$ cat src/rtl/if_stage.sv
// Instruction-fetch stage: next-PC generation, 1-cycle instruction SRAM, IF register and ID handshake.
// Optional fetch-address-error check enabled by defining IF_ADEF_CHECK_EN.
module if_stage #(
  parameter logic [31:0] RESET_PC = 32'h1c000000
) (
  input  logic        clk,
  input  logic        reset,
  input  logic [32:0] BR_BUS,
  input  logic        ID_allow_in,
  output logic        inst_sram_en,
  output logic [3:0]  inst_sram_we,
  output logic [31:0] inst_sram_addr,
  output logic [31:0] inst_sram_wdata,
  input  logic [31:0] inst_sram_rdata,
  output logic        IF_ready_go,
  output logic        IFreg_valid,
  output logic [31:0] IFreg_pc,
  output logic [31:0] IFreg_inst,
  output logic        IFreg_adef
);

  logic [31:0] r_fs_pc;
  logic        r_fs_valid;
  logic        r_br_pend;
  logic [31:0] r_br_tgt;
  logic [31:0] r_ibuf;
  logic        r_ibuf_vld;

  logic        w_br_taken;
  logic [31:0] w_br_target;
  logic        w_fs_allow_in;
  logic [31:0] w_nextpc;
  logic [31:0] w_fetch_inst;

  assign w_br_taken  = BR_BUS[0];
  assign w_br_target = BR_BUS[32:1];

  // SRAM answers in one cycle, so the IF register is always complete.
  assign IF_ready_go   = 1'b1;
  assign w_fs_allow_in = ~r_fs_valid | (IF_ready_go & ID_allow_in);

  // A live branch beats a deferred one so the newest redirect is never lost.
  assign w_nextpc = w_br_taken ? w_br_target :
                    r_br_pend  ? r_br_tgt    :
                                 r_fs_pc + 32'd4;

  assign inst_sram_we    = 4'b0000;
  assign inst_sram_wdata = 32'b0;
  assign inst_sram_addr  = w_nextpc;

  assign w_fetch_inst = r_ibuf_vld ? r_ibuf : inst_sram_rdata;
  assign IFreg_pc     = r_fs_pc;
  assign IFreg_valid  = r_fs_valid & ~w_br_taken & ~r_br_pend;

`ifdef IF_ADEF_CHECK_EN
  logic r_fs_adef;
  logic w_adef_err;

  assign w_adef_err   = |w_nextpc[1:0];
  assign inst_sram_en = ~reset & w_fs_allow_in & ~w_adef_err;
  assign IFreg_inst   = r_fs_adef ? 32'b0 : w_fetch_inst;
  assign IFreg_adef   = r_fs_adef;

  always_ff @(posedge clk) begin
    if (reset) begin
      r_fs_adef <= 1'b0;
    end else if (w_fs_allow_in) begin
      r_fs_adef <= w_adef_err;
    end
  end
`else
  assign inst_sram_en = ~reset & w_fs_allow_in;
  assign IFreg_inst   = w_fetch_inst;
  assign IFreg_adef   = 1'b0;
`endif

  always_ff @(posedge clk) begin
    if (reset) begin
      r_fs_pc    <= RESET_PC - 32'd4;
      r_fs_valid <= 1'b0;
      r_br_pend  <= 1'b0;
      r_br_tgt   <= 32'b0;
      r_ibuf_vld <= 1'b0;
    end else if (w_fs_allow_in) begin
      r_fs_pc    <= w_nextpc;
      r_fs_valid <= 1'b1;
      r_br_pend  <= 1'b0;
      r_ibuf_vld <= 1'b0;
    end else begin
      if (w_br_taken) begin
        r_br_pend <= 1'b1;
        r_br_tgt  <= w_br_target;
      end
      // SRAM output is only trustworthy the cycle after a request; capture it once.
      if (r_fs_valid & ~ID_allow_in & ~r_ibuf_vld) begin
        r_ibuf     <= inst_sram_rdata;
        r_ibuf_vld <= 1'b1;
      end
    end
  end

endmodule
$ cat config.mk
export PLATFORM = sky130hd
export DESIGN_NAME = if_stage
export DESIGN_NICKNAME = d
export VERILOG_FILES = /design/src/rtl/if_stage.sv
export SDC_FILE = /design/constraint.sdc
export NUM_CORES = 1
export LEC_CHECK = 0
export ABC_AREA = 1
export CORE_MARGIN = 2
export CORE_UTILIZATION = 49
export CTS_BUF_LIST = sky130_fd_sc_hd__clkbuf_16
export DETAILED_ROUTE_END_ITERATION = 8
export HOLD_SLACK_MARGIN = 0.02
export PLACE_DENSITY_LB_ADDON = 0.1
export SYNTH_ARGS = -nofsm -noshare
export SYNTH_HDL_FRONTEND = slang
export SYNTH_SLANG_ARGS = --single-unit
$ cat constraint.sdc
create_clock -name clk -period 7.4 [get_ports clk]
set_input_delay 1.48 -clock clk [delete_from_list [all_inputs] [get_ports clk]]
set_output_delay 1.48 -clock clk [all_outputs]
set_load 0.01 [all_outputs]
==> flow_summary.toml, run 1 <==
[status]
outcome = "complete, no violations"

[worst_setup_path]
startpoint = "BR_BUS[0]"
timing.rr.start = "r_fs_valid"
arrival_ns = 3.43
r2r_slack_ns = 4.96
reg2reg_depth = 7
max_stage_delay_ns = 0.54
cp.required_ns = 5.92
crit_chain = "buf_2 > buf_4 > inv_1 > o21ai_0 > inv_1 > clkdlybuf4s50_1"
crit_slowest_cell = "buf_4"
worst_r2r_endpoint = "r_ibuf[9]"
startpoint_type = "input pin"
critPathMaxFanout = 67
cpMostUsedCell = "inv_1"
critPathCaptureType = "output pin"
crit_type = "input pin to output pin"

[floorplan]
fp.dieArea_mm2 = 0.0122
floorplan.initialDensity_pct = 50.9
core_area_mm2 = 0.0109
rows = 38
pin_count = 204
fp.dieW_um = 111
die_h_um = 111

[layout]
fin_area_mm2 = 0.00739
drive_gt1_share_pct = 10.2
multi_input_area_mm2 = 0.00272
area_growth_pct = 33.0
seq_area_mm2 = 0.00230
nets = 962
instances_no_fill = 1038
utilization_pct = 67.6
diodes = 0
n_fill_cell = 961

[timing]
final_hold_viol_count = 0
min_period_ns = 4.91
holdWs_ns = 0.456
setup_violations = 0
fin_crit_sh_pct = 66.3
drv_slew = 0
fin_skew_ns = 0.00706
fmax_mhz = 204
fin_setup_tns_ns = 0
rsz0062_at_grt = "no"
worst_slack_ns = 2.49
max-slew-margin-rel_pct = 29.2
tightest_slew_ns = 1.06

[global_routing]
grt_max_degree = 68
grt_pass1_wl_mm = 24.8
grt_pass1_vias = 4949
grt_remaining_overflow = 0
grt_usage_pct = 24.7
antenna_found_initial = 0

[place]
dpl-instance-area_mm2 = 0.00713
numPortBuffers = 165
dp_hpwl_mm = 11.2
dp_cells = 1022
gp_congestion = 0.913
pre_cts_slack_ns = 2.52

[power]
seq_power_share_pct = 42.6
leakage_nw = 3.18
netSwitchingFraction_pct = 31.0
powerDensity_mw_per_mm2 = 196
power.total_mw = 1.45
power.share.clock_pct = 29.2
irDropWorstVdd_mv = 0.124
power_frac_comb_pct = 28.1
p_int_mw = 0.998
p_sw_mw = 0.449

[min_path]
hold_path_class = "flip-flop to flip-flop"
min_delay_path_depth = 2
hold_start = "r_br_tgt[21]"
min_to = "r_br_tgt[21]"

[synthesis]
synth.top_cell.area_share_pct = 24.1
avgSynthCellArea_um2 = 7.46
yosys.area.top_type = "dfxtp_1"
ys_types = 32
yosysMostFrequentCell = "nand2_1"
yosys-top-cells-area = "dfxtp_1, edfxtp_1, nand2_1, mux2_2, a21oi_1"
synth_common_cells = "nand2_1, nor2_1, a21oi_1, dfxtp_1, inv_1"
seq_area_frac_synth_pct = 41.4
synth-main-ff-cell = "dfxtp_1"
synth_cells = 746
synth-edff-count = 32
synth_warnings = 0
async_flop_share_pct = 0
ys_ff_latch = 99
synth_area_mm2 = 0.00556

[route]
drc = 0
drt-pass1-iter-count = 7
routed_wl_mm = 15.2
drt_iter0_markers = 374
via_per_inst = 5.14
vias = 5331
wl_per_cell_um = 14.7
ant_nets = 0

[clock_network]
clock_sinks = 99
htree_levels = 3
cts_made_buffers = 9
clk_pin_slew_ns = 0.07
tritoncts = "done"
clockBufferDepth = 2
post_cts_buffers = 0
cts_resized = 0
root_buffer = "clkbuf_16"
cts_hold_buf = 0
worstSkewPairLatency_ns = 0.35

[flow_run]
max_cap_viol_count = 0
==> worst max path at each step <==
stage | slack, ns | end | cells past startpoint
global placement | 2.54 | inst_sram_addr[5] | 6
floorplan | 3.46 | r_ibuf[0] | 6
CTS | 2.52 | inst_sram_addr[5] | 6
global route | 2.32 | inst_sram_addr[5] | 6
detailed placement | 2.52 | inst_sram_addr[5] | 6
finish | 2.49 | inst_sram_addr[5] | 6
==> power by group through the flow <==
stage / logic, mW / registers [mW] / clock network [mW]
2_1_floorplan: 0.230 / 0.628 / 0
3_3_place_gp: 0.399 / 0.627 / 0
3_5_place_dp: 0.404 / 0.629 / 0
4_1_cts: 0.407 / 0.616 / 0.434
5_1_grt: 0.447 / 0.621 / 0.457
6_report: 0.407 / 0.617 / 0.423
==> per-layer routing <==
metal	up-vias	global-route usage, %	share of wire, %
met5	-	0	0
met4	0	7.17	1.2
met3	14	4.12	5.8
met2	211	40.4	47
met1	2462	33.6	45
li1	2644	-	-
==> flip-flops by register name, summed over array words and instances, names as in the netlist <==
register	count
r_br_pend	1
r_ibuf_vld	1
r_fs_valid	1
r_br_tgt	32
IFreg_pc	32
r_ibuf	32
==> layout make-up <==
class                           count  area share [%]
Multi-Input combinational cell    546            36.7
Sequential cell                    99            31.1
Timing Repair Buffer              171            22.9
Inverter                           66            3.35
Clock buffer                        9            3.05
Tap cell                          140            2.37
Clock inverter                      7           0.508
==> cell usage in the layout, fill, tap and decap left out, types with 32 or more instances in the layout <==
master	n
a21oi_1	69
nor2_1	70
nand2_1	190
mux2_2	32
inv_1	65
clkdlybuf4s50_1	164
conb_1	38
dfxtp_1	67
edfxtp_1	32
nand3_1	59
==> critical path, delay by kind of cell <==
kind            cells  cell delay, ns
buf+inv             5            1.60
compound gates      1            0.33
==> cells by family after synthesis <==
kind of cell	after synthesis	share of synthesized area, %
AOI/OAI and AO/OA	117	11.5
xor gates and xnor gates	3	0.473
adders and majority gates	1	0.225
buffers and inverters	137	12.3
DFF	99	41.4
muxes	32	6.48
other	2	0.135
and+or+nand+nor	355	27.6
Power figures use the tool's default switching activity.
==> run 2, diff against run 1 <==
- CORE_UTILIZATION: 49 -> 45
- clock period: 7.4 -> 5.05 ns (I/O delays scaled with it)
==> flow_summary.toml, run 2 (synthesized netlist as in run 1, its figures left out) <==
[timing]
fin_crit_sh_pct = 75.3
fin_setup_tns_ns = 0
holdWs_ns = 0.456
setup_violations = 0
rsz0062_at_grt = "no"
fin_skew_ns = 0.00286
tightest_slew_ns = 0.753
worst_slack_ns = 1.25
fmax_mhz = 263
min_period_ns = 3.80
max-slew-margin-rel_pct = 49.7
drv_slew = 0
final_hold_viol_count = 0

[route]
ant_nets = 0
drt_iter0_markers = 308
vias = 5295
routed_wl_mm = 15.4
via_per_inst = 4.96
drt-pass1-iter-count = 5
drc = 0
wl_per_cell_um = 14.4

[place]
numPortBuffers = 165
gp_congestion = 0.915
pre_cts_slack_ns = 1.30
dp_hpwl_mm = 11.4
dp_cells = 1052

[global_routing]
antenna_found_initial = 0
grt_remaining_overflow = 0
grt_pass1_wl_mm = 23.8
grt_pass1_vias = 4911
grt_usage_pct = 22.4
grt_max_degree = 50

[min_path]
hold_path_class = "flip-flop to flip-flop"
min_to = "r_br_tgt[27]"
hold_start = "r_br_tgt[27]"
min_delay_path_depth = 2

[worst_setup_path]
crit_family = "buffers and inverters"
crit_chain = "buf_2 > inv_1 > o21ai_0 > inv_1 > clkdlybuf4s50_1"
r2r_slack_ns = 2.57
max_stage_delay_ns = 0.48
reg2reg_depth = 7
worst_r2r_endpoint = "r_ibuf[31]"
cpMostUsedCell = "inv_1"
arrival_ns = 2.79
startpoint_type = "input pin"
critPathMaxFanout = 34
critPathCaptureType = "output pin"
timing.rr.start = "r_fs_valid"
cp_num_buf_inv = 4
cp.required_ns = 4.04
crit_slowest_cell = "clkdlybuf4s50_1"
crit_type = "input pin to output pin"

[floorplan]
fp.dieArea_mm2 = 0.0133
floorplan.initialDensity_pct = 46.1
die_h_um = 115
core_area_mm2 = 0.0121
rows = 40
fp.dieW_um = 115
pin_count = 204

[power]
seq_power_share_pct = 40.8
p_int_mw = 1.56
p_sw_mw = 0.656
powerDensity_mw_per_mm2 = 296
power.share.clock_pct = 32.5
irDropWorstVdd_mv = 0.181
power_frac_comb_pct = 26.7
leakage_nw = 3.21
netSwitchingFraction_pct = 29.5
power.total_mw = 2.22

[layout]
nets = 964
n_fill_cell = 1078
layout_common_cells = "nand2_1, clkdlybuf4s50_1, nor2_1"
diodes = 0
instances_no_fill = 1068
area_growth_pct = 34.7
drive_gt1_share_pct = 10.3
final_common_cell = "nand2_1"

[clock_network]
cts_resized = 0
post_cts_buffers = 0
cts_made_buffers = 9
clk_pin_slew_ns = 0.07
clock_sinks = 99
root_buffer = "clkbuf_16"
worstSkewPairLatency_ns = 0.34
cts_hold_buf = 0
clockBufferDepth = 2
tritoncts = "done"
htree_levels = 3

[flow_run]
max_cap_viol_count = 0

[status]
outcome = "complete, no violations"
==> run 2: how the worst max path moves through the flow <==
stage,to,cells after the start,startpoint
detailed placement,inst_sram_addr[5],5,BR_BUS[0]
CTS,inst_sram_addr[5],5,BR_BUS[0]
global route,inst_sram_addr[5],5,BR_BUS[0]
finish,inst_sram_addr[5],5,BR_BUS[0]
floorplan,r_ibuf[0],6,ID_allow_in
global placement,inst_sram_addr[5],5,BR_BUS[0]
==> run 2: routing by layer <==
metal / part of all wire (%) / routed length, um / up-vias / global-route usage (%)
met5: 0 / 0 / - / 0
met4: 1.3 / 206 / 0 / 7.15
met3: 6.3 / 971 / 16 / 3.00
met2: 48 / 7300 / 196 / 37.3
met1: 45 / 6870 / 2438 / 30.4
li1: - / - / 2645 / -
==> run 2: power groups by stage <==
stage / registers [mW] / logic [mW] / clock network [mW]
2_1_floorplan: 0.921 / 0.337 / 0
4_1_cts: 0.905 / 0.595 / 0.732
5_1_grt: 0.911 / 0.649 / 0.760
3_5_place_dp: 0.923 / 0.591 / 0
3_3_place_gp: 0.922 / 0.584 / 0
6_report: 0.906 / 0.592 / 0.722
==> run 2: stage by stage <==
| step | utilization [%] | area [um2] |
|---|---|---|
| final | 62.1 | 7490 |
| after global routing | 62.1 | 7490 |
| after CTS | 62.1 | 7490 |
| after detailed placement | 59.5 | 7180 |
| after global placement | 59.5 | 7180 |
| after floorplan | - | 5700 |
==> run 2: layout make-up <==
type                            instances  area (um2)  share of cell area [%]
Sequential cell                        99        2300                    30.7
Clock buffer                            9         225                    3.01
Clock inverter                          7        83.8                    1.12
Multi-Input combinational cell        546        2720                    36.2
Inverter                               66         248                    3.31
Tap cell                              168         210                    2.81
Timing Repair Buffer                  173        1710                    22.8
==> run 2: tightest hold or removal path, delay by kind of cell, from the launching register on <==
family / cells / cell delay, ns
DFF: 1 / 0.30
buffers and inverters: 1 / 0.06
AOI/OAI and AO/OA: 1 / 0.05
==> run 3, diff against run 2 <==
- CORE_UTILIZATION: 45 -> 41
- clock period: 5.05 -> 3.2 ns (I/O delays scaled with it)
==> flow_summary.toml, run 3 (synthesized netlist as in run 1, its figures left out) <==
[flow_run]
max_cap_viol_count = 0

[floorplan]
floorplan.initialDensity_pct = 42.0
die_h_um = 120
rows = 42
fp.dieW_um = 120
core_area_mm2 = 0.0132
fp.dieArea_mm2 = 0.0145
pin_count = 204

[timing]
rsz0062_at_grt = "yes"
fmax_mhz = 333
worst_slack_ns = 0.195
min_period_ns = 3.01
fin_crit_sh_pct = 93.9
drv_slew = 0
tightest_slew_ns = 0.633
fin_setup_tns_ns = 0
final_hold_viol_count = 0
fin_skew_ns = 0.00731
max-slew-margin-rel_pct = 57.8
setup_violations = 0

[min_path]
min_delay_path_depth = 2
hold_path_class = "flip-flop to flip-flop"
hold_start = "r_br_tgt[26]"
min_to = "r_br_tgt[26]"

[clock_network]
tritoncts = "done"
clockBufferDepth = 2
root_buffer = "clkbuf_16"
clk_pin_slew_ns = 0.07
worstSkewPairLatency_ns = 0.34
htree_levels = 3
clock_sinks = 99
cts_made_buffers = 9

[worst_setup_path]
crit_type = "flip-flop to output pin"
critPathCaptureType = "output pin"
critPathMaxFanout = 5
cp.required_ns = 2.56
crit_slowest_cell = "clkdlybuf4s50_1"
worst_r2r_endpoint = "r_ibuf[14]"
crit_chain = "ha_1 > nand2_1 > nor2_4 > nand2_2 > nor2_2 > nand3_1 > nand3_1 > nand2_1 > nand2_1 > clkdlybuf4s50_1"
timing.rr.start = "r_fs_valid"
startpoint_type = "flip-flop"
arrival_ns = 2.37
max_stage_delay_ns = 0.56
r2r_slack_ns = 1.31
cpMostUsedCell = "nand2_1"
reg2reg_depth = 8

[place]
gp_congestion = 0.848
numPortBuffers = 165
dpl-instance-area_mm2 = 0.00724
pre_cts_slack_ns = 0.507
dp_hpwl_mm = 11.5

[layout]
n_fill_cell = 1281
drive_gt1_share_pct = 11.0
layout_common_cells = "nand2_1, clkdlybuf4s50_1, nor2_1, a21oi_1"
area_growth_pct = 35.3
final_common_cell = "nand2_1"
nets = 969
fin_area_mm2 = 0.00752
diodes = 0

[route]
drt-pass1-iter-count = 5
via_per_inst = 4.78
wl_per_cell_um = 14.7
drt_iter0_markers = 285
vias = 5162
routed_wl_mm = 15.9
ant_nets = 0
drc = 0

[global_routing]
antenna_found_initial = 0
grt_pass1_vias = 5071
grt_remaining_overflow = 0
grt_pass1_wl_mm = 25.5
grt_max_degree = 67
grt_usage_pct = 22.1

[power]
irDropWorstVdd_mv = 0.212
powerDensity_mw_per_mm2 = 447
leakage_nw = 3.23

[status]
outcome = "complete, no violations"
## run 3: worst max-delay path: cells and delay by family (launching register included)
family / cells / cell delay (ns)
flip-flops: 1 / 0.40
buffers and inverters: 1 / 0.56
AND/OR/NAND/NOR: 8 / 0.87
adder cells (fa/ha/maj): 1 / 0.18
## run 3: how the worst max path moves through the flow
stage / from / end / slack, ns / depth (start not counted)
after global routing: IFreg_pc[3] / inst_sram_addr[20] / -0.003 / 10
after CTS: IFreg_pc[2] / inst_sram_addr[24] / 0.13 / 10
after detailed placement: IFreg_pc[2] / inst_sram_addr[24] / 0.51 / 10
after floorplan: ID_allow_in / r_ibuf[0] / 0.10 / 6
after global placement: BR_BUS[0] / inst_sram_addr[3] / 0.54 / 5
final: IFreg_pc[3] / inst_sram_addr[28] / 0.19 / 10
## run 3: layer usage
metal | track usage, % | wire length [um] | vias up
met1 | 29.1 | 7220 | 2324
met3 | 3.82 | 998 | 19
met5 | 0 | 0 | -
met4 | 7.27 | 257 | 0
met2 | 36.8 | 7390 | 165
li1 | - | - | 2654
## run 3: timing repair
item	in CTS	in global routing
endpoints found under the hold margin	0	0
buffers inserted	0	2
hold buffers	0	0
gates resized for setup	0	3
setup endpoints to repair	0	6
## run 3: final cells by class
class | count | area (um2) | area share [%]
Tap cell | 176 | 220 | 2.93
Inverter | 66 | 248 | 3.29
Clock buffer | 9 | 225 | 2.99
Timing Repair Buffer | 178 | 1770 | 23.5
Sequential cell | 99 | 2300 | 30.6
Clock inverter | 7 | 37.5 | 0.499
Multi-Input combinational cell | 546 | 2720 | 36.1
## run 3: stage by stage
stage               total power [mW]  utilization [%]  instances  hold WS [ns]
floorplan                       1.98                -        782         0.429
global placement                2.40             54.7       1063         0.439
detailed placement              2.41             54.7       1063         0.446
CTS                             3.39             56.7       1079         0.456
global route                    3.55             56.8       1081         0.479
finish                          3.36             56.8       1081         0.454
## run 3: where the power goes
group	internal [mW]	switching, mW
clock network	0.518	0.459
registers	1.36	0.0655
logic	0.440	0.515
